[src/rtl/mir_pkg.sv]
// Shared definitions for the EV22 microinstruction sequencer:
// field layout, opcodes, microinstruction constants and step table.
package mir_pkg;

   localparam int iALUC_HI = 33;
   localparam int iALUC_LO = 30;
   localparam int iKMX     = 29;
   localparam int iM_RD    = 28;
   localparam int iM_WR    = 27;
   localparam int iBUSA_HI = 26;
   localparam int iBUSA_LO = 24;
   localparam int iBUSB_HI = 23;
   localparam int iBUSB_LO = 21;
   localparam int iBUSC_HI = 20;
   localparam int iBUSC_LO = 18;
   localparam int iSH_HI   = 17;
   localparam int iSH_LO   = 16;
   localparam int iT_HI    = 15;
   localparam int iT_LO    = 0;

   localparam logic [3:0] NOP_i   = 4'h0;
   localparam logic [3:0] MOVwK_i = 4'h1;
   localparam logic [3:0] ADDwK_i = 4'h2;
   localparam logic [3:0] SUBwK_i = 4'h3;
   localparam logic [3:0] ANDwK_i = 4'h4;
   localparam logic [3:0] ORwK_i  = 4'h5;
   localparam logic [3:0] LD_i    = 4'h6;
   localparam logic [3:0] ST_i    = 4'h7;
   localparam logic [3:0] BR_i    = 4'h8;
   localparam logic [3:0] BSR_i   = 4'h9;
   localparam logic [3:0] RET_i   = 4'hA;

   // Extended opcodes live in the second nibble when the first is 0
   localparam logic [3:0] X_NOP_i   = 4'h0;
   localparam logic [3:0] X_MOVww_i = 4'h1;
   localparam logic [3:0] X_ADDww_i = 4'h2;
   localparam logic [3:0] X_SUBww_i = 4'h3;
   localparam logic [3:0] X_SHLw_i  = 4'h4;

   // {aluc, kmx, m_rd, m_wr, busA, busB, busC, sh, t}
   localparam logic [33:0] NOP_u    = '0;
   localparam logic [33:0] MOVwK_u  = {4'h0, 3'b100, 3'd0, 3'd0, 3'd1, 2'd0, 16'h0010};
   localparam logic [33:0] ADDwK_u  = {4'h1, 3'b100, 3'd0, 3'd0, 3'd1, 2'd0, 16'h0020};
   localparam logic [33:0] SUBwK_u  = {4'h2, 3'b100, 3'd0, 3'd0, 3'd1, 2'd0, 16'h0030};
   localparam logic [33:0] ANDwK_u  = {4'h3, 3'b100, 3'd0, 3'd0, 3'd1, 2'd0, 16'h0040};
   localparam logic [33:0] ORwK_u   = {4'h4, 3'b100, 3'd0, 3'd0, 3'd1, 2'd0, 16'h0050};
   localparam logic [33:0] LD_u     = {4'h0, 3'b010, 3'd0, 3'd2, 3'd1, 2'd0, 16'h0060};
   localparam logic [33:0] ST_u     = {4'h0, 3'b001, 3'd0, 3'd1, 3'd0, 2'd0, 16'h0070};
   localparam logic [33:0] BR_u     = {4'h0, 3'b100, 3'd0, 3'd0, 3'd4, 2'd0, 16'h0080};
   localparam logic [33:0] BSR_u    = {4'h1, 3'b001, 3'd0, 3'd4, 3'd0, 2'd0, 16'h0090};
   localparam logic [33:0] BSR2_u   = {4'h0, 3'b100, 3'd0, 3'd0, 3'd4, 2'd0, 16'h0091};
   localparam logic [33:0] RET_u    = {4'h0, 3'b010, 3'd0, 3'd2, 3'd5, 2'd0, 16'h00A0};
   localparam logic [33:0] RET2_u   = {4'h0, 3'b000, 3'd0, 3'd5, 3'd4, 2'd0, 16'h00A1};
   localparam logic [33:0] MOVww_u  = {4'h0, 3'b000, 3'd2, 3'd3, 3'd1, 2'd0, 16'h0101};
   localparam logic [33:0] ADDww_u  = {4'h1, 3'b000, 3'd2, 3'd3, 3'd1, 2'd0, 16'h0102};
   localparam logic [33:0] SUBww_u  = {4'h2, 3'b000, 3'd2, 3'd3, 3'd1, 2'd0, 16'h0103};
   localparam logic [33:0] SHLw_u   = {4'h0, 3'b000, 3'd2, 3'd0, 3'd1, 2'd2, 16'h0104};
   localparam logic [33:0] FIX_A_SH = {4'h0, 3'b000, 3'd1, 3'd0, 3'd0, 2'd1, 16'h0000};
   localparam logic [33:0] A_SH_MASK = {7'b0, 3'b111, 6'b0, 2'b11, 16'b0};

   typedef enum logic {EMPTY = 1'b0, ISSUE = 1'b1} state_t;

   function automatic int steps_of(input logic [3:0] op);
      case (op)
         BSR_i, RET_i: steps_of = 2;
         default:      steps_of = 1;
      endcase
   endfunction

endpackage

[src/rtl/mir_rom.sv]
// Combinational decode of (instruction, step) into a microinstruction
// plus last/illegal flags.
module mir_rom
   import mir_pkg::*;
#(
   parameter int INST_W     = 20,
   parameter int UINST_W    = 34,
   parameter int MAX_STEPS  = 2,
   parameter int EXT_DECODE = 1,
   parameter int SW         = 1
) (
   input  logic [INST_W-1:0]  inst,
   input  logic [SW-1:0]      step,
   output logic [UINST_W-1:0] uinst,
   output logic               last,
   output logic               illegal
);

   logic [3:0]  op;
   logic [3:0]  xop;
   logic [33:0] raw;
   logic        fixed;
   logic        unused_lo;
   int          n;

   assign op        = inst[INST_W-1 -: 4];
   assign xop       = inst[INST_W-5 -: 4];
   assign unused_lo = ^inst[INST_W-9:0];

   always_comb begin
      raw     = NOP_u;
      fixed   = 1'b1;
      illegal = 1'b0;
      case (op)
         NOP_i: begin
            fixed = 1'b0;
            if (EXT_DECODE != 0) begin
               case (xop)
                  X_NOP_i:   raw = NOP_u;
                  X_MOVww_i: raw = MOVww_u;
                  X_ADDww_i: raw = ADDww_u;
                  X_SUBww_i: raw = SUBww_u;
                  X_SHLw_i:  raw = SHLw_u;
                  default:   illegal = 1'b1;
               endcase
            end
         end
         MOVwK_i: raw = MOVwK_u;
         ADDwK_i: raw = ADDwK_u;
         SUBwK_i: raw = SUBwK_u;
         ANDwK_i: raw = ANDwK_u;
         ORwK_i:  raw = ORwK_u;
         LD_i:    raw = LD_u;
         ST_i:    raw = ST_u;
         BR_i:    raw = BR_u;
         BSR_i:   raw = (step == '0) ? BSR_u : BSR2_u;
         RET_i:   raw = (step == '0) ? RET_u : RET2_u;
         default: begin
            fixed   = 1'b0;
            illegal = 1'b1;
         end
      endcase
      if (fixed)
         raw = (raw & ~A_SH_MASK) | (FIX_A_SH & A_SH_MASK);
      n = steps_of(op);
      // Truncate long sequences at the counter's ceiling
      last  = (int'(step) + 1 >= n) || (int'(step) >= MAX_STEPS - 1);
      uinst = UINST_W'(raw);
   end

endmodule

[src/rtl/mir_seq.sv]
// Microinstruction sequencer stage: valid/ready in, one registered
// microinstruction per step out, with stall and flush.
module mir_seq
   import mir_pkg::*;
#(
   parameter int INST_W     = 20,
   parameter int UINST_W    = 34,
   parameter int MAX_STEPS  = 2,
   parameter int EXT_DECODE = 1
) (
   input  logic               clk,
   input  logic               reset_n,
   input  logic               inst_valid,
   output logic               inst_ready,
   input  logic [INST_W-1:0]  inst,
   input  logic               flush,
   output logic               uinst_valid,
   input  logic               uinst_ready,
   output logic [UINST_W-1:0] uinst,
   output logic               uinst_last,
   output logic               uinst_illegal
);

   localparam int SW = (MAX_STEPS > 1) ? $clog2(MAX_STEPS) : 1;

   state_t              state_q, state_d;
   logic [INST_W-1:0]   held_q, held_d;
   logic [SW-1:0]       step_q, step_d;
   logic [UINST_W-1:0]  uinst_q, uinst_d;
   logic                last_q, last_d;
   logic                ill_q, ill_d;

   logic [INST_W-1:0]   rom_inst;
   logic [SW-1:0]       rom_step;
   logic [UINST_W-1:0]  rom_uinst;
   logic                rom_last;
   logic                rom_ill;
   logic                accept;
   logic                advance;
   logic                retire;

   assign uinst_valid   = (state_q == ISSUE);
   assign uinst         = uinst_q;
   assign uinst_last    = last_q;
   assign uinst_illegal = ill_q;

   assign inst_ready = !flush && (!uinst_valid || (uinst_ready && last_q));
   assign accept     = inst_valid && inst_ready;
   assign advance    = uinst_valid && uinst_ready && !last_q;
   assign retire     = uinst_valid && uinst_ready && last_q;

   // One decoder serves both a fresh accept and the next held step
   assign rom_inst = accept ? inst : held_q;
   assign rom_step = accept ? '0 : step_q + SW'(1);

   mir_rom #(
      .INST_W     (INST_W),
      .UINST_W    (UINST_W),
      .MAX_STEPS  (MAX_STEPS),
      .EXT_DECODE (EXT_DECODE),
      .SW         (SW)
   ) u_rom (
      .inst    (rom_inst),
      .step    (rom_step),
      .uinst   (rom_uinst),
      .last    (rom_last),
      .illegal (rom_ill)
   );

   always_comb begin
      state_d = state_q;
      held_d  = held_q;
      step_d  = step_q;
      uinst_d = uinst_q;
      last_d  = last_q;
      ill_d   = ill_q;
      if (flush) begin
         state_d = EMPTY;
         step_d  = '0;
      end else if (accept) begin
         state_d = ISSUE;
         held_d  = inst;
         step_d  = '0;
         uinst_d = rom_uinst;
         last_d  = rom_last;
         ill_d   = rom_ill;
      end else if (advance) begin
         step_d  = rom_step;
         uinst_d = rom_uinst;
         last_d  = rom_last;
         ill_d   = rom_ill;
      end else if (retire) begin
         state_d = EMPTY;
      end
   end

   always_ff @(posedge clk or negedge reset_n) begin
      if (!reset_n) begin
         state_q <= EMPTY;
         held_q  <= '0;
         step_q  <= '0;
         uinst_q <= UINST_W'(NOP_u);
         last_q  <= 1'b0;
         ill_q   <= 1'b0;
      end else begin
         state_q <= state_d;
         held_q  <= held_d;
         step_q  <= step_d;
         uinst_q <= uinst_d;
         last_q  <= last_d;
         ill_q   <= ill_d;
      end
   end

endmodule

[config.mk]
export PLATFORM = sky130hd
export DESIGN_NAME = mir_seq
export DESIGN_NICKNAME = d
export VERILOG_FILES = /design/src/rtl/mir_pkg.sv /design/src/rtl/mir_rom.sv /design/src/rtl/mir_seq.sv
export SDC_FILE = /design/constraint.sdc
export NUM_CORES = 1
export LEC_CHECK = 0
export BUFFER_PORTS_ARGS = -buffer_cell sky130_fd_sc_hd__buf_2
export CAP_MARGIN = 20
export CORE_MARGIN = 2
export CORE_UTILIZATION = 55
export CTS_BUF_LIST = sky130_fd_sc_hd__clkbuf_8 sky130_fd_sc_hd__clkbuf_16
export CTS_CLUSTER_DIAMETER = 30
export DETAILED_ROUTE_END_ITERATION = 12
export PLACE_DENSITY = 0.87
export SETUP_SLACK_MARGIN = 0.3
export SYNTH_ARGS = -nofsm -noshare
export SYNTH_HDL_FRONTEND = slang
export SYNTH_SLANG_ARGS = --single-unit
[constraint.sdc]
create_clock -name clk -period 3.3 [get_ports clk]
set_input_delay 0.495 -clock clk [delete_from_list [all_inputs] [get_ports clk]]
set_output_delay 0.495 -clock clk [all_outputs]
set_load 0.01 [all_outputs]
==> flow_summary.json, run 1 <==
{
  "design_area_um2": 2355,
  "multi_input_area_um2": 1089,
  "post_dp_cell_area_um2": 2242,
  "utilization": 0.6432,
  "die_w_um": 65.66,
  "peakVddDrop_v": 0.0003060,
  "cts_resized": 0,
  "pwr-share-seq": 0.408,
  "critPathKind": "flop to flop",
  "swShare": 0.3348,
  "grt_pass1_wl_mm": 8.073,
  "wire_per_inst_um": 15.82,
  "clock_latency_ns": 0.29,
  "clk_pin_slew_ns": 0.07,
  "synthTopCellsByCount": "35 x nand2_1, 34 x dfrtp_1, 15 x nor2_1",
  "synthCells": 232,
  "cts_hold_buf": 0,
  "h-tree-depth": 2,
  "rsz0062_at_grt": "no",
  "hold_class": "input pin to asynchronous set/reset pin",
  "drt-pass1-iter-count": 4,
  "finalHoldViolations": 0,
  "rows": 22,
  "setup_tns_ns": 0,
  "ys_warn_count": 0,
  "clock_sink_count": 34,
  "switching_power_mw": 0.4491,
  "hpwl_mm": 3.506,
  "syn_area_per_cell_um2": 9.012,
  "die-area_um2": 4311,
  "cts_setup_buffers": 0,
  "required_ns": 3.52,
  "critPathMaxFanout": 31,
  "synthTopCellsByArea": "dfrtp_1 41%, nand2_1 6.3%, buf_4 4.7%",
  "intPower_mw": 0.8922,
  "fmax_ghz": 0.4591,
  "finalCritPeriodShare": 0.6601,
  "crit_arrival_ns": 2.40,
  "synth_edf_count": 0,
  "antenna_found_initial": 0,
  "holdWs_ns": 0.2734,
  "synth.distinct_cells": 58,
  "initial_core_util": 0.5711,
  "io_buffer_count": 39,
  "routabilityCongestion": 0.9514,
  "place_inst": 306,
  "track_usage": 0.2453,
  "cap_violations": 0,
  "slowest_stage": "or3_4",
  "via_count": 1836,
  "ys.flop_type": "dfrtp_1",
  "p_clk_frac": 0.293,
  "final_nets": 290,
  "n_antenna_cell": 0,
  "netlist_area_um2": 2091,
  "yosysSeqAreaShare": 0.4069,
  "power_density_nw_per_um2": 569.6,
  "worstMarginPinSlew_ns": 0.7750,
  "finClkSkew_ns": 0.008428,
  "grt_max_degree": 35,
  "syn_to_final_growth_pct": 12.63,
  "post-route-min-period_ns": 2.178,
  "rr_startpoint": "uinst_last$_DFFE_PN0P_",
  "clockBufferDepth": 2,
  "drc": 0,
  "synth.largest_area_cell": "dfrtp_1",
  "status": "complete, no violations",
  "p_leak_nw": 1.164,
  "overflow": 0,
  "ant_nets": 0,
  "wl_mm": 4.952,
  "synth.ff_latch_count": 34,
  "floorplan.die.height_um": 65.66,
  "grt_pass1_vias": 1707,
  "final_layout_size_suffix_gt1_frac": 0.2491,
  "synth.most_common_cell": "nand2_1",
  "regArea_um2": 850.8,
  "core_region_area_um2": 3661,
  "start_kind": "flop",
  "synth_top_area_frac": 0.4069,
  "drt_iter0_markers": 92,
  "crit_chain": "nor2b_1 -> o221ai_2 -> buf_4 -> or3_4 -> nor4_1 -> a221o_1",
  "critPathLaunch": "uinst_last$_DFFE_PN0P_",
  "end_kind": "flop",
  "max_slew_margin": 0.4760,
  "ios": 63,
  "cpPeakStageDelay_ns": 0.50,
  "setup_violations": 0,
  "fin_cells": 313,
  "asyncSetResetFlopFracSynth": 1.000,
  "drv_slew": 0,
  "cts_tree": "yes",
  "cts_buffers": 5,
  "fillers": 326,
  "clock_tree.root_cell": "clkbuf_8",
  "p_comb_frac": 0.299,
  "drt-vias-per-instance": 5.866
}
cell type report:
class | instances | share of cell area
tap | 48 | 0.02550
clock inverter | 1 | 0.01275
inverter | 8 | 0.01382
timing repair buffer | 41 | 0.08927
clock buffer | 6 | 0.03507
multi-input combinational | 175 | 0.4623
sequential | 34 | 0.3613
critical path, delay by kind of cell, from the launching register on:
family                 cells  cell delay (ns)
buffers and inverters      1             0.24
AOI/OAI and AO/OA          2             0.30
DFF                        1             0.44
and+or+nand+nor            3             1.11
per-stage QoR:
step           total power [mW]  worst slack (ns)
2_1_floorplan            0.8303             1.414
3_3_place_gp             0.9454            0.9768
3_5_place_dp             0.9531            0.9757
4_1_cts                   1.350             1.112
5_1_grt                   1.416             1.001
6_report                  1.341             1.122
power by group through the flow:
stage,Clock (mW),Sequential [mW],Combinational [mW]
after floorplan,0,0.566,0.264
after global placement,0,0.552,0.393
after detailed placement,0,0.554,0.399
after CTS,0.399,0.547,0.403
after global routing,0.415,0.556,0.444
final,0.393,0.547,0.401
logic make-up (layout without fill, tap and decap cells):
group / count (synthesis) / in the layout / share of synthesized area
and+or+nand+nor: 87 / 87 / 0.2196
AOI/OAI and AO/OA: 67 / 67 / 0.2310
DFF: 34 / 34 / 0.4069
buffers and inverters: 33 / 56 / 0.09335
muxes: 7 / 7 / 0.03471
xor gates and xnor gates: 3 / 3 / 0.01257
other: 1 / 11 / 0.001794
registers in the layout (all words and copies together) (netlist names):
register,cells
uinst_valid,1
held_q,8
uinst_last,1
step_q,1
uinst_illegal,1
uinst,22
layout by cell type (no fill, tap or decap), types with 3 or more instances in the layout:
cell type  instances
nand4_1            3
nor2_1            15
nor4b_1            3
nor4_1             5
nand2_1           35
inv_1              6
clkbuf_8           6
nand3_1            4
dfrtp_1           34
a22o_1             4
a21o_1             6
mux2i_1            5
buf_2             39
nor2b_1            5
o21ai_0           11
a21oi_1           13
conb_1            11
o22ai_1            4
a211oi_1           3
o31ai_1            4
path summary, 6_finish.rpt:
kind / end / depth (start not counted) / slack [ns]
min: uinst_valid$_DFFE_PN0P_ / 1 / 0.27
max: uinst[22]$_DFFE_PN0P_ / 6 / 1.12
min reg2reg: uinst[2]$_DFFE_PN0P_ / 2 / 0.47
max reg2reg: uinst[22]$_DFFE_PN0P_ / 6 / 1.12
max in group asynchronous: uinst_illegal$_DFFE_PN0P_ / 1 / 2.53
min in group clk: uinst_valid$_DFFE_PN0P_ / 2 / 0.41
metal layers:
layer / track usage / share of wire / up-vias
li1: - / - / 879
met1: 0.3194 / 0.44 / 877
met4: 0.07552 / 0.0095 / 0
met5: 0 / 0 / -
met3: 0.04452 / 0.058 / 8
met2: 0.4129 / 0.49 / 72
Power figures use the tool's default switching activity.
==> inputs of run 2 (changes only) <==
--- a/config.mk
+++ b/config.mk
@@ -5,14 +5,15 @@
 export SDC_FILE = /design/constraint.sdc
 export NUM_CORES = 1
 export LEC_CHECK = 0
+export ABC_AREA = 1
 export BUFFER_PORTS_ARGS = -buffer_cell sky130_fd_sc_hd__buf_2
 export CAP_MARGIN = 20
 export CORE_MARGIN = 2
-export CORE_UTILIZATION = 55
+export CORE_UTILIZATION = 46
 export CTS_BUF_LIST = sky130_fd_sc_hd__clkbuf_8 sky130_fd_sc_hd__clkbuf_16
 export CTS_CLUSTER_DIAMETER = 30
 export DETAILED_ROUTE_END_ITERATION = 12
-export PLACE_DENSITY = 0.87
+export PLACE_DENSITY = 0.78
 export SETUP_SLACK_MARGIN = 0.3
 export SYNTH_ARGS = -nofsm -noshare
 export SYNTH_HDL_FRONTEND = slang
==> constraint.sdc (replaced) <==
create_clock -name clk -period 1.8 [get_ports clk]
set_input_delay 0.27 -clock clk [delete_from_list [all_inputs] [get_ports clk]]
set_output_delay 0.27 -clock clk [all_outputs]
set_load 0.01 [all_outputs]
==> run 2 against run 1 <==
  * Combinational power up 90%
  * Global-route usage fell by 3.9 points
  * Register-to-register slack got worse by 0.94 ns
  * Critical path depth rose by 5
  * Synthesized cell count up 16%
  * Synthesized area shrank 4.0%
  * Maximum frequency up 34%
  * Flip-flop and latch count unchanged
  * Final cell count rose by 24%
  * Non-clock buffer count is 23 higher
  * Highest routed layer unchanged
  * Via count grew 6.4%
==> flow_summary.json, run 2 <==
{
  "status": "complete, no violations",
  "grt_pass1_vias": 1903,
  "fillers": 357,
  "clockBufferDepth": 2,
  "synthTopCellsByArea": "dfrtp_1 42%, nand2_1 18%, inv_1 6.0%",
  "setup_tns_ns": 0,
  "start_kind": "flop",
  "via_count": 1953,
  "clock_sink_count": 34,
  "largest_reg_flops": 22,
  "yosysSeqAreaShare": 0.4239,
  "syn_to_final_growth_pct": 35.60,
  "cap_violations": 0,
  "peakVddDrop_v": 0.0005698,
  "syn_area_per_cell_um2": 7.461,
  "h-tree-depth": 2,
  "die-area_um2": 4907,
  "wl_mm": 5.279,
  "final_layout_size_suffix_gt1_frac": 0.3940,
  "track_usage": 0.2059,
  "final_common_cell": "nand2_1",
  "io_buffer_count": 39,
  "synth.largest_area_cell": "dfrtp_1",
  "ys_warn_count": 0,
  "clk_pin_slew_ns": 0.08,
  "hold_class": "input pin to asynchronous set/reset pin",
  "drv_slew": 0,
  "crit_arrival_ns": 1.86,
  "switching_power_mw": 0.8156,
  "hpwl_mm": 3.124,
  "n_antenna_cell": 0,
  "initial_core_util": 0.4707,
  "synth_edf_count": 0,
  "synth_top_area_frac": 0.4239,
  "ios": 63,
  "wire_per_inst_um": 13.64,
  "post_dp_cell_area_um2": 2230,
  "critPathMaxFanout": 5,
  "antenna_found_initial": 0,
  "p_clk_frac": 0.292,
  "final_nets": 359,
  "rr_startpoint": "uinst_last$_DFFE_PN0P_",
  "drt-pass1-iter-count": 4,
  "overflow": 0,
  "netlist_area_um2": 2007,
  "power_density_nw_per_um2": 871.0,
  "rsz0062_at_grt": "yes",
  "dp_slack_ns": 0.06313,
  "synth.most_common_cell": "nand2_1",
  "final_cell_mix": "81 x nand2_1, 40 x buf_2, 34 x dfrtp_1",
  "grt_max_degree": 35,
  "swShare": 0.3441,
  "required_ns": 2.04,
  "grt_pass1_wl_mm": 8.073,
  "setup_violations": 0,
  "critPathLaunch": "uinst_last$_DFFE_PN0P_",
  "max_slew_margin": 0.4799,
  "finClkSkew_ns": 0.009174,
  "drt-vias-per-instance": 5.047,
  "p_leak_nw": 1.589,
  "clock_tree.root_cell": "clkbuf_8",
  "p_comb_frac": 0.322,
  "pwr-share-seq": 0.386,
  "reg2reg_slack_ns": 0.18,
  "synth.distinct_cells": 26,
  "rr_endpoint": "uinst[18]$_DFFE_PN0P_",
  "endpoint": "uinst[18]$_DFFE_PN0P_",
  "synthTopCellsByCount": "98 x nand2_1, 34 x dfrtp_1, 32 x inv_1",
  "cts_tree": "yes",
  "ys.flop_type": "dfrtp_1",
  "end_kind": "flop",
  "post-route-min-period_ns": 1.620,
  "synthCells": 269,
  "fin_ws_ns": 0.1803,
  "floorplan.die.height_um": 70.05,
  "clock_latency_ns": 0.29,
  "finalCritPeriodShare": 0.8998,
  "intPower_mw": 1.555,
  "routabilityCongestion": 0.9428,
  "drt_iter0_markers": 133,
  "rows": 24,
  "design_area_um2": 2721,
  "critPathKind": "flop to flop",
  "fmax_ghz": 0.6174,
  "rr_worst_depth": 11,
  "fin_cells": 387,
  "worstMarginPinSlew_ns": 0.7801,
  "die_w_um": 70.05,
  "drc": 0,
  "synth.ff_latch_count": 34,
  "finalHoldViolations": 0,
  "ant_nets": 0,
  "place_inst": 358,
  "utilization": 0.6382,
  "core_region_area_um2": 4264,
  "cts_buffers": 5,
  "asyncSetResetFlopFracSynth": 1.000
}
## run 2: changes by cell type after synthesis, sizes merged, moves of 5 or more
cell   before  now
inv         8   35
a21o        6    0
a21oi      14    3
mux2i       5    0
nand3       4   15
nand2      36  111
nor4        5    0
nand4       3   13
nor2       17   25
nor2b       5    0
## run 2: power groups by stage
stage / Sequential (mW) / Combinational [mW] / Clock [mW]
detailed placement: 0.926 / 0.586 / 0
floorplan: 0.959 / 0.386 / 0
global route: 0.928 / 0.838 / 0.739
finish: 0.915 / 0.763 / 0.692
CTS: 0.913 / 0.691 / 0.700
global placement: 0.923 / 0.572 / 0
## run 2: repair_timing
item,in CTS,in global routing
cloned,3,3
pin swaps,17,8
gates resized for setup,31,28
endpoints found under the setup margin,19,25
hold buffers,0,0
setup buffers,11,4
## run 2: worst min path at each step
stage / from / endpoint / slack [ns] / depth (start not counted)
finish: reset_n / uinst[1]$_DFFE_PN0P_ / 0.06 / 1
floorplan: reset_n / held_q[12]$_DFFE_PN0N_ / -0.03 / 0
CTS: reset_n / uinst_last$_DFFE_PN0P_ / 0.08 / 1
detailed placement: reset_n / held_q[15]$_DFFE_PN0N_ / 0.39 / 1
global placement: reset_n / held_q[15]$_DFFE_PN0N_ / 0.38 / 1
global route: reset_n / uinst[1]$_DFFE_PN0P_ / 0.12 / 1
## run 2: critical path: stages (launching register included)
cell and delay [ns]:
dfrtp_1 0.36, nand2_2 0.07, nand2_4 0.11, buf_6 0.13, nand4_1 0.12, nand2_4 0.14, nand2_4 0.11, nor2_8 0.17
nand3_2 0.11, nand3_1 0.11, nand2_1 0.06, nand2_1 0.06
## run 2: final cells by class
cell class                 count  area [um^2]  share of cell area
clock buffer                   5        68.82             0.02529
inverter                      35        141.4             0.05195
timing repair buffer          64        450.4              0.1655
tap                           52        65.06             0.02391
multi-input combinational    193         1099              0.4037
timing repair inverter         1        6.256            0.002299
sequential                    34        850.8              0.3126
clock inverter                 3        40.04             0.01471
## run 2: kinds of logic after synthesis
| logic type | synth area share |
|---|---|
| buffers and inverters | 0.1365 |
| AO/OA/AOI/OAI | 0.04178 |
| flip-flops | 0.4239 |
| AND/OR/NAND/NOR | 0.3915 |
| other | 0.001869 |
| XOR/XNOR | 0.004365 |
## run 2: layer usage
| layer | up-vias | GRT usage | wire length, um |
|---|---|---|---|
| met2 | 57 | 0.3534 | 2760 |
| met5 | - | 0 | 0 |
| li1 | 951 | - | - |
| met3 | 10 | 0.04473 | 250 |
| met1 | 935 | 0.2519 | 2177 |
| met4 | 0 | 0.08120 | 91 |
## run 2: per-stage QoR
step | hold slack (ns) | power [mW]
after floorplan | -0.02559 | 1.345
after global placement | 0.3798 | 1.495
after detailed placement | 0.3919 | 1.513
after CTS | 0.08173 | 2.303
after global routing | 0.1238 | 2.506
final | 0.05536 | 2.370
==> inputs of run 3 (changes only) <==
--- a/config.mk
+++ b/config.mk
@@ -13,8 +13,8 @@
 export CTS_BUF_LIST = sky130_fd_sc_hd__clkbuf_8 sky130_fd_sc_hd__clkbuf_16
 export CTS_CLUSTER_DIAMETER = 30
 export DETAILED_ROUTE_END_ITERATION = 12
+export GPL_TIMING_DRIVEN = 0
 export PLACE_DENSITY = 0.78
-export SETUP_SLACK_MARGIN = 0.3
 export SYNTH_ARGS = -nofsm -noshare
 export SYNTH_HDL_FRONTEND = slang
 export SYNTH_SLANG_ARGS = --single-unit
==> constraint.sdc (replaced) <==
create_clock -name clk -period 1.8 [get_ports clk]
set_input_delay 0.27 -clock clk [delete_from_list [all_inputs] [get_ports clk]]
set_output_delay 0.27 -clock clk [all_outputs]
set_load 0.05 [all_outputs]
==> run 3 against run 2 <==
  * Worst hold slack lost 0.014 ns
  * Global-route usage down 1.7 points
  * Final cell count down 1.6%
  * Worst setup slack worse by 0.078 ns
  * Clock power is 24% lower
  * Register-to-register slack worse by 0.08 ns
  * Clock skew shrank 0.0028 ns
  * Non-clock buffer count shrank 3
  * Count of clock-buffer cells in the layout stayed put
  * Critical endpoint is now uinst[22]$_DFFE_PN0P_
  * Largest cell class unchanged
  * Largest power group is now combinational cells
==> flow_summary.json, run 3 (synthesis results as in run 2) <==
{
  "status": "complete, no violations",
  "wire_per_inst_um": 11.17,
  "h-tree-depth": 2,
  "drc": 0,
  "crit_arrival_ns": 1.92,
  "finalHoldViolations": 0,
  "p_leak_nw": 1.486,
  "drv_slew": 0,
  "drt-pass1-iter-count": 4,
  "clk_pin_slew_ns": 0.07,
  "multi_input_area_um2": 969.7,
  "required_ns": 2.02,
  "via_count": 1798,
  "post-route-min-period_ns": 1.697,
  "crit_chain": "nand2_1 -> nand2_4 -> nand3_4 -> buf_8 -> nand2_1 -> nand2_2 -> nand2_1 -> o21ai_0 -> nand2_1 -> nand3_1",
  "worstMarginPinSlew_ns": 0.7389,
  "final_cell_mix": "92 x nand2_1, 41 x buf_2, 33 x dfrtp_1",
  "ios": 63,
  "dp_slack_ns": 0.04115,
  "slowest_stage": "dfrtp_2",
  "hold_class": "input pin to asynchronous set/reset pin",
  "die-area_um2": 4907,
  "rows": 24,
  "clock_tree.root_cell": "clkbuf_8",
  "critPathMaxFanout": 10,
  "n_antenna_cell": 0,
  "antenna_found_initial": 0,
  "fillers": 390,
  "regArea_um2": 852.1,
  "clock_latency_ns": 0.29,
  "met1_usage": 0.2458,
  "grt_util_met2": 0.3111,
  "io_buffer_count": 39,
  "cap_violations": 0,
  "wl_mm": 4.254,
  "place_inst": 370,
  "cts_buffers": 5,
  "finClkSkew_ns": 0.006353,
  "core_region_area_um2": 4264,
  "overflow": 0,
  "grt_max_degree": 35,
  "top_usage_layer": "met2",
  "end_kind": "flop",
  "syn_to_final_growth_pct": 22.76,
  "final_common_cell": "nand2_1",
  "power_density_nw_per_um2": 963.7,
  "initial_core_util": 0.4707,
  "ant_nets": 0,
  "holdWs_ns": 0.04170,
  "drt-vias-per-instance": 4.719,
  "clockBufferDepth": 2,
  "largest_reg_flops": 22,
  "final_layout_size_suffix_gt1_frac": 0.3252,
  "drt_iter0_markers": 99,
  "cts_tree": "yes",
  "total_power_mw": 2.374,
  "floorplan.die.height_um": 70.05,
  "hpwl_mm": 3.108,
  "track_usage": 0.1893,
  "final_nets": 354,
  "clock_sink_count": 34,
  "critPathKind": "flop to flop",
  "max_slew_margin": 0.5074,
  "die_w_um": 70.05,
  "fmax_ghz": 0.5891,
  "cpPeakStageDelay_ns": 0.41,
  "grt_pass1_wl_mm": 7.458,
  "start_kind": "flop",
  "met3_usage": 0.05195,
  "routabilityCongestion": 0.8630,
  "peakVddDrop_v": 0.0004607,
  "setup_tns_ns": 0,
  "crit_top_cell": "nand2_1",
  "grt_pass1_vias": 1728,
  "setup_violations": 0,
  "fin_ws_ns": 0.1026,
  "finalCritPeriodShare": 0.9430,
  "fin_cells": 381
}
[run 3: cell types whose count changed in the layout (fill, tap and decap cells not counted), sizes merged]
cell,previous run,this run
bufinv,1,0
nand3,16,15
buf,62,60
clkbuf,7,6
inv,36,35
[run 3: timing repair]
action	4_1_cts	5_1_grt
buffers inserted	0	3
gates resized for setup	0	15
hold buffers	0	0
setup endpoints to repair	0	21
[run 3: final cells by class]
class,count,area share
clock buffers,5,0.02793
flip-flops and latches,34,0.3459
inverters,35,0.05333
clock inverters,2,0.004063
repair buffers,42,0.08837
well taps,52,0.02641
multi-input cells,192,0.3936
plain buffers,19,0.06044
[run 3: power by group]
| group | switching, mW | total (mW) | internal (mW) |
|---|---|---|---|
| clock | 0.270 | 0.529 | 0.259 |
| combinational | 0.695 | 0.932 | 0.237 |
| sequential | 0.0496 | 0.912 | 0.863 |
[run 3: per-stage QoR]
stage | utilization | cell area [um^2]
after floorplan | - | 2048
after global placement | 0.5414 | 2308
after detailed placement | 0.5414 | 2308
after CTS | 0.5599 | 2387
after global routing | 0.5778 | 2464
final | 0.5778 | 2464
[run 3: worst max-delay path, delay by kind of cell, from the launching register on]
kind	cells	cell delay, ns
simple gates	8	0.82
flops	1	0.41
compound gates	1	0.24
buf+inv	1	0.16
[run 3: worst paths after layout]
kind / slack [ns] / to / start / cells past startpoint
worst max register to register: 0.10 / uinst[22]$_DFFE_PN0P_ / uinst_last$_DFFE_PN0P_ / 10
worst min-delay path: 0.04 / held_q[13]$_DFFE_PN0N_ / reset_n / 1
worst max-delay path: 0.10 / uinst[22]$_DFFE_PN0P_ / uinst_last$_DFFE_PN0P_ / 10
max in group asynchronous: 1.24 / uinst_last$_DFFE_PN0P_ / reset_n / 1
worst min register to register: 0.47 / uinst[23]$_DFFE_PN0P_ / uinst[23]$_DFFE_PN0P_ / 2
min in group clk: 0.18 / uinst_valid$_DFFE_PN0P_ / flush / 2
[run 3: metal layers]
metal | part of all wire | routed length, um
met1 | 0.46 | 1957
met2 | 0.47 | 1997
met3 | 0.058 | 246
met4 | 0.012 | 53
met5 | 0 | 0
